File: src/rtl/ibex_cvxif_offload.sv
// CV-X-IF initiator: issues one offloaded instruction to an external coprocessor,
// waits for its tagged result and writes it back to the integer register file.
module ibex_cvxif_offload #(
    parameter int unsigned IdWidth       = 4,
    parameter int unsigned TimeoutCycles = 1024
) (
    input  logic               clk_i,
    input  logic               rst_ni,

    input  logic               offload_valid_i,
    output logic               offload_ready_o,
    input  logic [31:0]        offload_instr_i,
    input  logic [31:0]        offload_rs1_i,
    input  logic [31:0]        offload_rs2_i,
    output logic               stall_o,
    output logic               illegal_insn_o,
    output logic               timeout_o,

    output logic               rf_we_o,
    output logic [4:0]         rf_waddr_o,
    output logic [31:0]        rf_wdata_o,

    output logic               x_issue_valid_o,
    input  logic               x_issue_ready_i,
    output logic [31:0]        x_issue_instr_o,
    output logic [63:0]        x_issue_rs_o,
    output logic [IdWidth-1:0] x_issue_id_o,
    input  logic               x_issue_accept_i,
    input  logic               x_issue_writeback_i,

    input  logic               x_result_valid_i,
    output logic               x_result_ready_o,
    input  logic [IdWidth-1:0] x_result_id_i,
    input  logic [4:0]         x_result_rd_i,
    input  logic               x_result_we_i,
    input  logic [31:0]        x_result_data_i
);

    localparam int unsigned TmoW    = (TimeoutCycles > 2) ? $clog2(TimeoutCycles) : 1;
    localparam int unsigned TmoLast = (TimeoutCycles == 0) ? 0 : TimeoutCycles - 1;

    typedef enum logic [1:0] {
        S_IDLE  = 2'd0,
        S_ISSUE = 2'd1,
        S_WAIT  = 2'd2,
        S_WB    = 2'd3
    } state_e;

    state_e               state_q, state_d;
    logic [IdWidth-1:0]   id_cnt_q;
    logic [IdWidth-1:0]   id_q;
    logic [31:0]          instr_q, rs1_q, rs2_q;
    logic [TmoW-1:0]      tmo_cnt_q;
    logic                 illegal_q, illegal_d;
    logic                 timeout_q, timeout_d;
    logic                 rf_we_q;
    logic [4:0]           rf_waddr_q;
    logic [31:0]          rf_wdata_q;

    logic                 issue_hs;
    logic                 issue_wb;
    logic                 result_hit;
    logic                 tmo_hit;
    logic                 res_write;

    assign issue_hs   = (state_q == S_ISSUE) && x_issue_ready_i;
    assign issue_wb   = issue_hs && x_issue_accept_i && x_issue_writeback_i;
    assign x_result_ready_o = issue_wb || (state_q == S_WAIT);
    assign result_hit = x_result_ready_o && x_result_valid_i && (x_result_id_i == id_q);
    assign tmo_hit    = (TimeoutCycles != 0)
                     && ((state_q == S_ISSUE) || (state_q == S_WAIT))
                     && (tmo_cnt_q == TmoW'(TmoLast));
    assign res_write  = x_result_we_i && (x_result_rd_i != 5'd0);

    // Next state; a transaction that completes in the timeout cycle wins over the abort.
    always_comb begin
        state_d   = state_q;
        illegal_d = 1'b0;
        timeout_d = 1'b0;
        case (state_q)
            S_IDLE: begin
                if (offload_valid_i) state_d = S_ISSUE;
            end
            S_ISSUE: begin
                if (issue_hs) begin
                    if (!x_issue_accept_i) begin
                        state_d   = S_IDLE;
                        illegal_d = 1'b1;
                    end else if (!x_issue_writeback_i) begin
                        state_d = S_IDLE;
                    end else if (result_hit) begin
                        state_d = S_WB;
                    end else begin
                        state_d = S_WAIT;
                    end
                end
            end
            S_WAIT: begin
                if (result_hit) state_d = S_WB;
            end
            S_WB: begin
                state_d = S_IDLE;
            end
            default: state_d = S_IDLE;
        endcase
        if (tmo_hit && ((state_d == S_ISSUE) || (state_d == S_WAIT))) begin
            state_d   = S_IDLE;
            timeout_d = 1'b1;
        end
    end

    always_ff @(posedge clk_i or negedge rst_ni) begin
        if (!rst_ni) begin
            state_q    <= S_IDLE;
            id_cnt_q   <= '0;
            id_q       <= '0;
            instr_q    <= '0;
            rs1_q      <= '0;
            rs2_q      <= '0;
            tmo_cnt_q  <= '0;
            illegal_q  <= 1'b0;
            timeout_q  <= 1'b0;
            rf_we_q    <= 1'b0;
            rf_waddr_q <= '0;
            rf_wdata_q <= '0;
        end else begin
            state_q   <= state_d;
            illegal_q <= illegal_d;
            timeout_q <= timeout_d;

            if ((state_q == S_IDLE) && offload_valid_i) begin
                instr_q  <= offload_instr_i;
                rs1_q    <= offload_rs1_i;
                rs2_q    <= offload_rs2_i;
                id_q     <= id_cnt_q;
                id_cnt_q <= id_cnt_q + IdWidth'(1);
            end

            // Entry into ISSUE is only from IDLE, so clearing in IDLE restarts the count.
            if (state_q == S_IDLE) begin
                tmo_cnt_q <= '0;
            end else if ((state_q == S_ISSUE) || (state_q == S_WAIT)) begin
                tmo_cnt_q <= tmo_cnt_q + TmoW'(1);
            end

            if (state_d == S_WB) begin
                rf_we_q    <= res_write;
                rf_waddr_q <= res_write ? x_result_rd_i : 5'd0;
                rf_wdata_q <= res_write ? x_result_data_i : 32'd0;
            end else begin
                rf_we_q    <= 1'b0;
                rf_waddr_q <= '0;
                rf_wdata_q <= '0;
            end
        end
    end

    assign offload_ready_o = (state_q == S_IDLE);
    assign stall_o         = (state_q != S_IDLE) || offload_valid_i;
    assign illegal_insn_o  = illegal_q;
    assign timeout_o       = timeout_q;
    assign rf_we_o         = rf_we_q;
    assign rf_waddr_o      = rf_waddr_q;
    assign rf_wdata_o      = rf_wdata_q;
    assign x_issue_valid_o = (state_q == S_ISSUE);
    assign x_issue_instr_o = instr_q;
    assign x_issue_rs_o    = {rs2_q, rs1_q};
    assign x_issue_id_o    = id_q;

endmodule

File: config.mk
export PLATFORM = sky130hd
export DESIGN_NAME = ibex_cvxif_offload
export DESIGN_NICKNAME = d
export VERILOG_FILES = /design/src/rtl/ibex_cvxif_offload.sv
export SDC_FILE = /design/constraint.sdc
export NUM_CORES = 1
export LEC_CHECK = 0
export BUFFER_PORTS_ARGS = -buffer_cell sky130_fd_sc_hd__buf_4
export CAP_MARGIN = 20
export CORE_UTILIZATION = 50
export DETAILED_ROUTE_END_ITERATION = 6
export GPL_ROUTABILITY_DRIVEN = 0
export PLACE_DENSITY = 0.95
export SLEW_MARGIN = 20
export SYNTH_ARGS = -nofsm -noshare
export SYNTH_HDL_FRONTEND = slang
export SYNTH_SLANG_ARGS = --single-unit
File: constraint.sdc
create_clock -name clk_i -period 5.35 [get_ports clk_i]
set_input_delay 0 -clock clk_i [delete_from_list [all_inputs] [get_ports clk_i]]
set_output_delay 0 -clock clk_i [all_outputs]
set_load 0.02 [all_outputs]
==> results of run 1 <==
==> logic make-up (layout without fill, tap and decap cells) <==
family | after synthesis | in the layout
AOI/OAI and AO/OA | 22 | 22
xor gates and xnor gates | 11 | 11
adders and majority gates | 6 | 6
buffers and inverters | 20 | 463
DFF | 156 | 156
muxes | 101 | 101
and+or+nand+nor | 77 | 77
==> report_power, final <==
part / internal [uW] / switching, uW / total [uW]
logic: 1140 / 1270 / 2410
registers: 1620 / 329 / 1950
clock network: 652 / 469 / 1120
total: 3410 / 2070 / 5480
==> flip-flops by register name, indices dropped and copies added, names as in the netlist <==
name             flops
x_issue_instr_o     32
rs1_q               32
x_issue_id_o         4
state_q              2
id_cnt_q             4
tmo_cnt_q           10
illegal_insn_o       1
rf_waddr_o           5
timeout_o            1
rs2_q               32
rf_wdata_o          32
rf_we_o              1
==> cell usage after synthesis, types with 2 or more instances <==
cell | number | area, sq um
a21oi_1 | 3 | 15.0
a31oi_1 | 2 | 12.5
and2_1 | 27 | 169
and2_2 | 12 | 90.1
buf_2 | 9 | 45.0
buf_6 | 3 | 33.8
clkbuf_1 | 3 | 11.3
dfrtp_1 | 156 | 3900
ha_1 | 6 | 75.1
inv_1 | 4 | 15.0
mux2_2 | 101 | 1140
nand2_1 | 10 | 37.5
nand4_1 | 5 | 31.3
nor2_1 | 12 | 45.0
nor4b_1 | 2 | 17.5
o21ai_0 | 10 | 50.1
o31ai_1 | 2 | 15.0
xnor2_1 | 9 | 78.8
xor2_1 | 2 | 17.5
==> final timing paths <==
kind | to | slack [ns] | depth (start not counted)
setup / recovery | rs2_q[17]$_DFFE_PN0P_ | 2.30 | 5
hold / removal | state_q[1]$_DFF_PN0_ | 0.18 | 4
setup reg to reg | rs2_q[17]$_DFFE_PN0P_ | 2.30 | 5
hold reg to reg | rs1_q[31]$_DFFE_PN0P_ | 0.51 | 1
max in group asynchronous | rs2_q[7]$_DFFE_PN0P_ | 3.66 | 3
min in group asynchronous | x_issue_instr_o[11]$_DFFE_PN0P_ | 0.20 | 2
==> critical path, stage by stage, from the launching register on <==
cell	delay [ns]
dfrtp_1	0.45
inv_1	0.14
ha_1	0.46
and2_4	0.65
buf_4	0.70
mux2_2	0.44
==> routing by layer <==
metal  wire, um  GRT usage  up-vias
met4       1320      0.240        2
met3       1580      0.101      100
met5          9          0        -
li1           -          -     2216
met2      11300      0.659      317
met1       7750      0.393     2552
==> metrics by stage <==
step	area, sq um	hold WS (ns)	utilization	setup WS [ns]	total power [uW]
floorplan	5940	-0.296	-	3.11	3120
global placement	8200	0.0579	0.712	2.60	4000
detailed placement	8200	0.0664	0.712	2.40	4100
CTS	10100	0.148	0.879	2.39	5310
global route	10100	0.205	0.880	2.16	5670
finish	10100	0.183	0.880	2.30	5480
==> layout make-up <==
cell class / instances / area [sq um] / area share
sequential: 156 / 3900 / 0.385
timing repair buffer: 429 / 3580 / 0.353
multi-input combinational: 217 / 1920 / 0.190
clock buffer: 21 / 460 / 0.0454
tap: 143 / 179 / 0.0177
clock inverter: 9 / 72.6 / 0.00716
inverter: 4 / 15.0 / 0.00148
==> reports/summary.txt, run 1 <==
Yosys cell types -> 34
Req. time, crit path -> 5.65 ns
Gr usage total -> 0.373
Maximum vdd drop -> 0.336 mV
Post-synthesis mux area share -> 0.191
PostCTS Resize Cnt -> 0
# DRC -> 39
Vias in the first global route -> 5,838
Syn. warnings -> 0
Largest net degree at the start of global routing -> 80
Synth Area per Inst -> 15.1 sq um
Layout cells sized above 1 -> 0.525
IO buf count -> 288
Final ANT Viol Nets -> 0
Slew Limit Fails -> 0
Die W -> 111 um
Status -> finished with violations
Final Hold Fails -> 0
Worst hold start -> x_issue_writeback_i
Worst min path class -> input pin to register
Layout area overhead -> 70.4%
CP Launch Type -> register
Worst setup EP type -> register
DIE HEIGHT -> 111 um
Final setup violation count -> 0
Adder-cell share of the synthesized area -> 0.0126
Initial antenna violation count -> 1
Setup TNS -> 0 ns
Total grt overflow -> 0
H-tree levels -> 4
Relative slew slack -> 0.350
Power Dens Cells -> 541 nW/um^2
Non-Filler Instances -> 979
R2r startpoint -> state_q[0]$_DFF_PN0_
CTS Sinks -> 156
IO Pins -> 289
Synth Area in Compound Gates -> 0.0234
Crit path arrival time -> 3.34 ns
Primary FF master, synth -> dfrtp_1
Fin nets -> 976
Failing checks -> design-rule violations
First-pass GRT wire length -> 33.8 mm
Cts hold-fix bufs -> 138
WS Path Type -> register to register
FP Rows -> 39
CTS tree -> built
FILL cells -> 439
Core ar. -> 11,500 sq um
Crit path from -> state_q[0]$_DFF_PN0_
Combinational family with the most area after synthesis -> multiplexers
MaxCap Viol Count -> 0
Commonest cells after routing, fill and taps aside -> 289 x buf_4, 156 x dfrtp_1, 138 x dlygate4sd3_1, 101 x mux2_2, 26 x and2_1
TritonCTS Buffers -> 17
DR iter-0 viols -> 344
Detailed Routing Iterations Pass 1 -> 7
Clock tree buffer depth -> 2
Post-CTS Repair Setup Buffers -> 0
Synthesized area -> 5940 sq um
Worst skew pair latency -> 0.43 ns
Post-synthesis sequential area ratio -> 0.657
Final Skew -> 0.00923 ns
Dpl cells -> 810
Routed WL -> 22.0 mm
Cell count after synthesis -> 393
RSZ-0062 raised after global routing -> no
Post-synth EDFFs -> 0
Worst-margin pin slew -> 0.976 ns
Maximum fanout along the worst path -> 56
Die ar. -> 12,300 sq um
Post-synthesis xor/xnor area fraction -> 0.0162
Vias/cell -> 5.30
Fmax achieved -> 328 MHz
Simple-Gate Fraction of Synth Area -> 0.0798
Post-DP HPWL -> 11.2 mm
Via count -> 5,187
CTS root buf -> clkbuf_16
Most common cell after layout, fill and taps aside -> buf_4
Clk slew on worst S/H paths -> 0.06 ns
Tmin final -> 3.05 ns
Wirelength per Cell -> 22.5 um
Post-route clock period utilization -> 0.570
Post-synth ARST share -> 1.00
Lkg Pwr -> 0.00492 uW
Initial Util -> 0.516
Syn_nets -> 544
Flops & latches, synth -> 156
N_diodes -> 0
Note: power is estimated with default switching activity, not from simulation.
==> inputs of run 2 (changes only) <==
CORE_UTILIZATION = 46   (was 50)
PLACE_DENSITY = 0.92   (was 0.95)
clock period = 2.9 ns   (was 5.35 ns; I/O delays follow)
==> reports/summary.txt, run 2 (synthesis gave the netlist of run 1 again) <==
CTS tree -> built
Relative slew slack -> 0.593
Die W -> 116 um
Met3 usage -> 0.0696
Largest net degree at the start of global routing -> 69
Final Cell Area -> 10,300 sq um
Wirelength per Cell -> 19.5 um
Req. time, crit path -> 3.25 ns
Fin nets -> 977
Internal Power -> 6740 uW
Commonest cells after routing, fill and taps aside -> 290 x buf_4, 156 x dfrtp_1, 137 x dlygate4sd3_1, 101 x mux2_2, 26 x and2_1
Total grt overflow -> 0
Post-DP HPWL -> 11.1 mm
FF+latch area -> 3900 sq um
Initial Util -> 0.471
Hold Slack -> 0.0796 ns
IO Pins -> 289
Cts hold-fix bufs -> 137
Final Skew -> 0.00775 ns
Status -> completed
Clk slew on worst S/H paths -> 0.06 ns
Worst min path class -> input pin to register
Sw Share -> 0.352
FP Rows -> 41
Routed WL -> 19.7 mm
Clock share of power -> 0.241
Final Hold Fails -> 0
GRT busiest layer -> met2
Slew Limit Fails -> 0
Initial antenna violation count -> 0
Fmax achieved -> 407 MHz
Via count -> 5,043
Crit path arrival time -> 2.81 ns
Maximum vdd drop -> 0.528 mV
Worst skew pair latency -> 0.42 ns
Final setup violation count -> 0
Post-CTS Repair Setup Buffers -> 0
Gr usage total -> 0.296
Power Dens Cells -> 1010 nW/um^2
PostCTS Resize Cnt -> 0
Layout cells sized above 1 -> 0.528
Combinational share of power -> 0.417
Lkg Pwr -> 0.00499 uW
DR iter-0 viols -> 217
Vias/cell -> 4.98
Final Util -> 0.818
Die ar. -> 13,400 sq um
Tmin final -> 2.46 ns
Setup TNS -> 0 ns
FILL cells -> 641
TritonCTS Buffers -> 17
Final ANT Viol Nets -> 0
MaxCap Viol Count -> 0
Sw Pwr -> 3660 uW
Worst setup EP type -> register
Core ar. -> 12,600 sq um
Post-DP Area -> 8290 sq um
H-tree levels -> 4
WS Path Type -> register to register
Multi-input logic area -> 1920 sq um
CP Launch Type -> register
First-pass GRT wire length -> 29.0 mm
Post-route clock period utilization -> 0.848
CTS Sinks -> 156
Detailed Routing Iterations Pass 1 -> 4
CTS root buf -> clkbuf_16
Vias in the first global route -> 5,490
M2 GR Usage -> 0.553
DIE HEIGHT -> 116 um
Final Total Pwr -> 10,400 uW
Clock tree buffer depth -> 2
IO buf count -> 288
Layout area overhead -> 73.7%
GR Util met1 -> 0.316
Maximum fanout along the worst path -> 33
Most common cell after layout, fill and taps aside -> buf_4
Sequential group share of total power -> 0.342
RSZ-0062 raised after global routing -> no
Worst-margin pin slew -> 0.610 ns
# DRC -> 0
==> run 2: cell types whose count changed in the layout (fill, tap and decap cells not counted) <==
cell           delta
bufinv_16         +5
clkinv_2          -3
buf_12            +2
clkbuf_8          -2
buf_4             +1
diode_2           +1
dlygate4sd3_1     -1
inv_6             +1
==> run 2: final timing paths <==
kind | from | to | slack, ns | cells past startpoint
max | state_q[0]$_DFF_PN0_ | rf_wdata_o[7]$_DFF_PN0_ | 0.44 | 8
min | x_result_we_i | rf_waddr_o[3]$_DFF_PN0_ | 0.08 | 3
max reg2reg | state_q[0]$_DFF_PN0_ | rf_wdata_o[7]$_DFF_PN0_ | 0.44 | 8
min reg2reg | id_cnt_q[3]$_DFFE_PN0P_ | id_cnt_q[3]$_DFFE_PN0P_ | 0.47 | 1
max in group asynchronous | rst_ni | rf_wdata_o[2]$_DFF_PN0_ | 1.95 | 3
min in group asynchronous | rst_ni | x_issue_instr_o[11]$_DFFE_PN0P_ | 0.16 | 2
==> run 2: final cells by class <==
class	instances	area share
repair buffers	430	0.349
well taps	172	0.0208
flip-flops and latches	156	0.378
multi-input cells	217	0.186
inverters	4	0.00145
diodes	1	0.000242
clock inverters	12	0.0210
clock buffers	20	0.0433
==> run 2: worst max-delay path, stage by stage, from the launching register on <==
cell	delay [ns]
dfrtp_1	0.43
inv_1	0.10
ha_1	0.36
or3b_1	0.41
a21oi_1	0.18
a21oi_2	0.10
nor4b_4	0.30
buf_4	0.31
and2_1	0.19
==> run 2: per-layer routing <==
layer	up-vias	wire, um	part of all wire
met4	0	531	0.027
met1	2541	7260	0.37
li1	2217	-	-
met5	-	0	0
met2	240	10700	0.54
met3	45	1240	0.063
==> run 2: power groups by stage <==
stage	Sequential, uW	Combinational (uW)	Clock [uW]
floorplan	4360	1390	0
global placement	3440	3940	0
detailed placement	3510	4070	0
CTS	3480	4240	2510
global route	3630	4540	2620
finish	3560	4340	2500
==> run 2: per-stage QoR <==
stage | cells | setup WS (ns)
after global routing | 1011 | 0.291
final | 1012 | 0.441
after floorplan | 393 | 0.665
after global placement | 842 | 0.658
after detailed placement | 842 | 0.529
after CTS | 1011 | 0.480
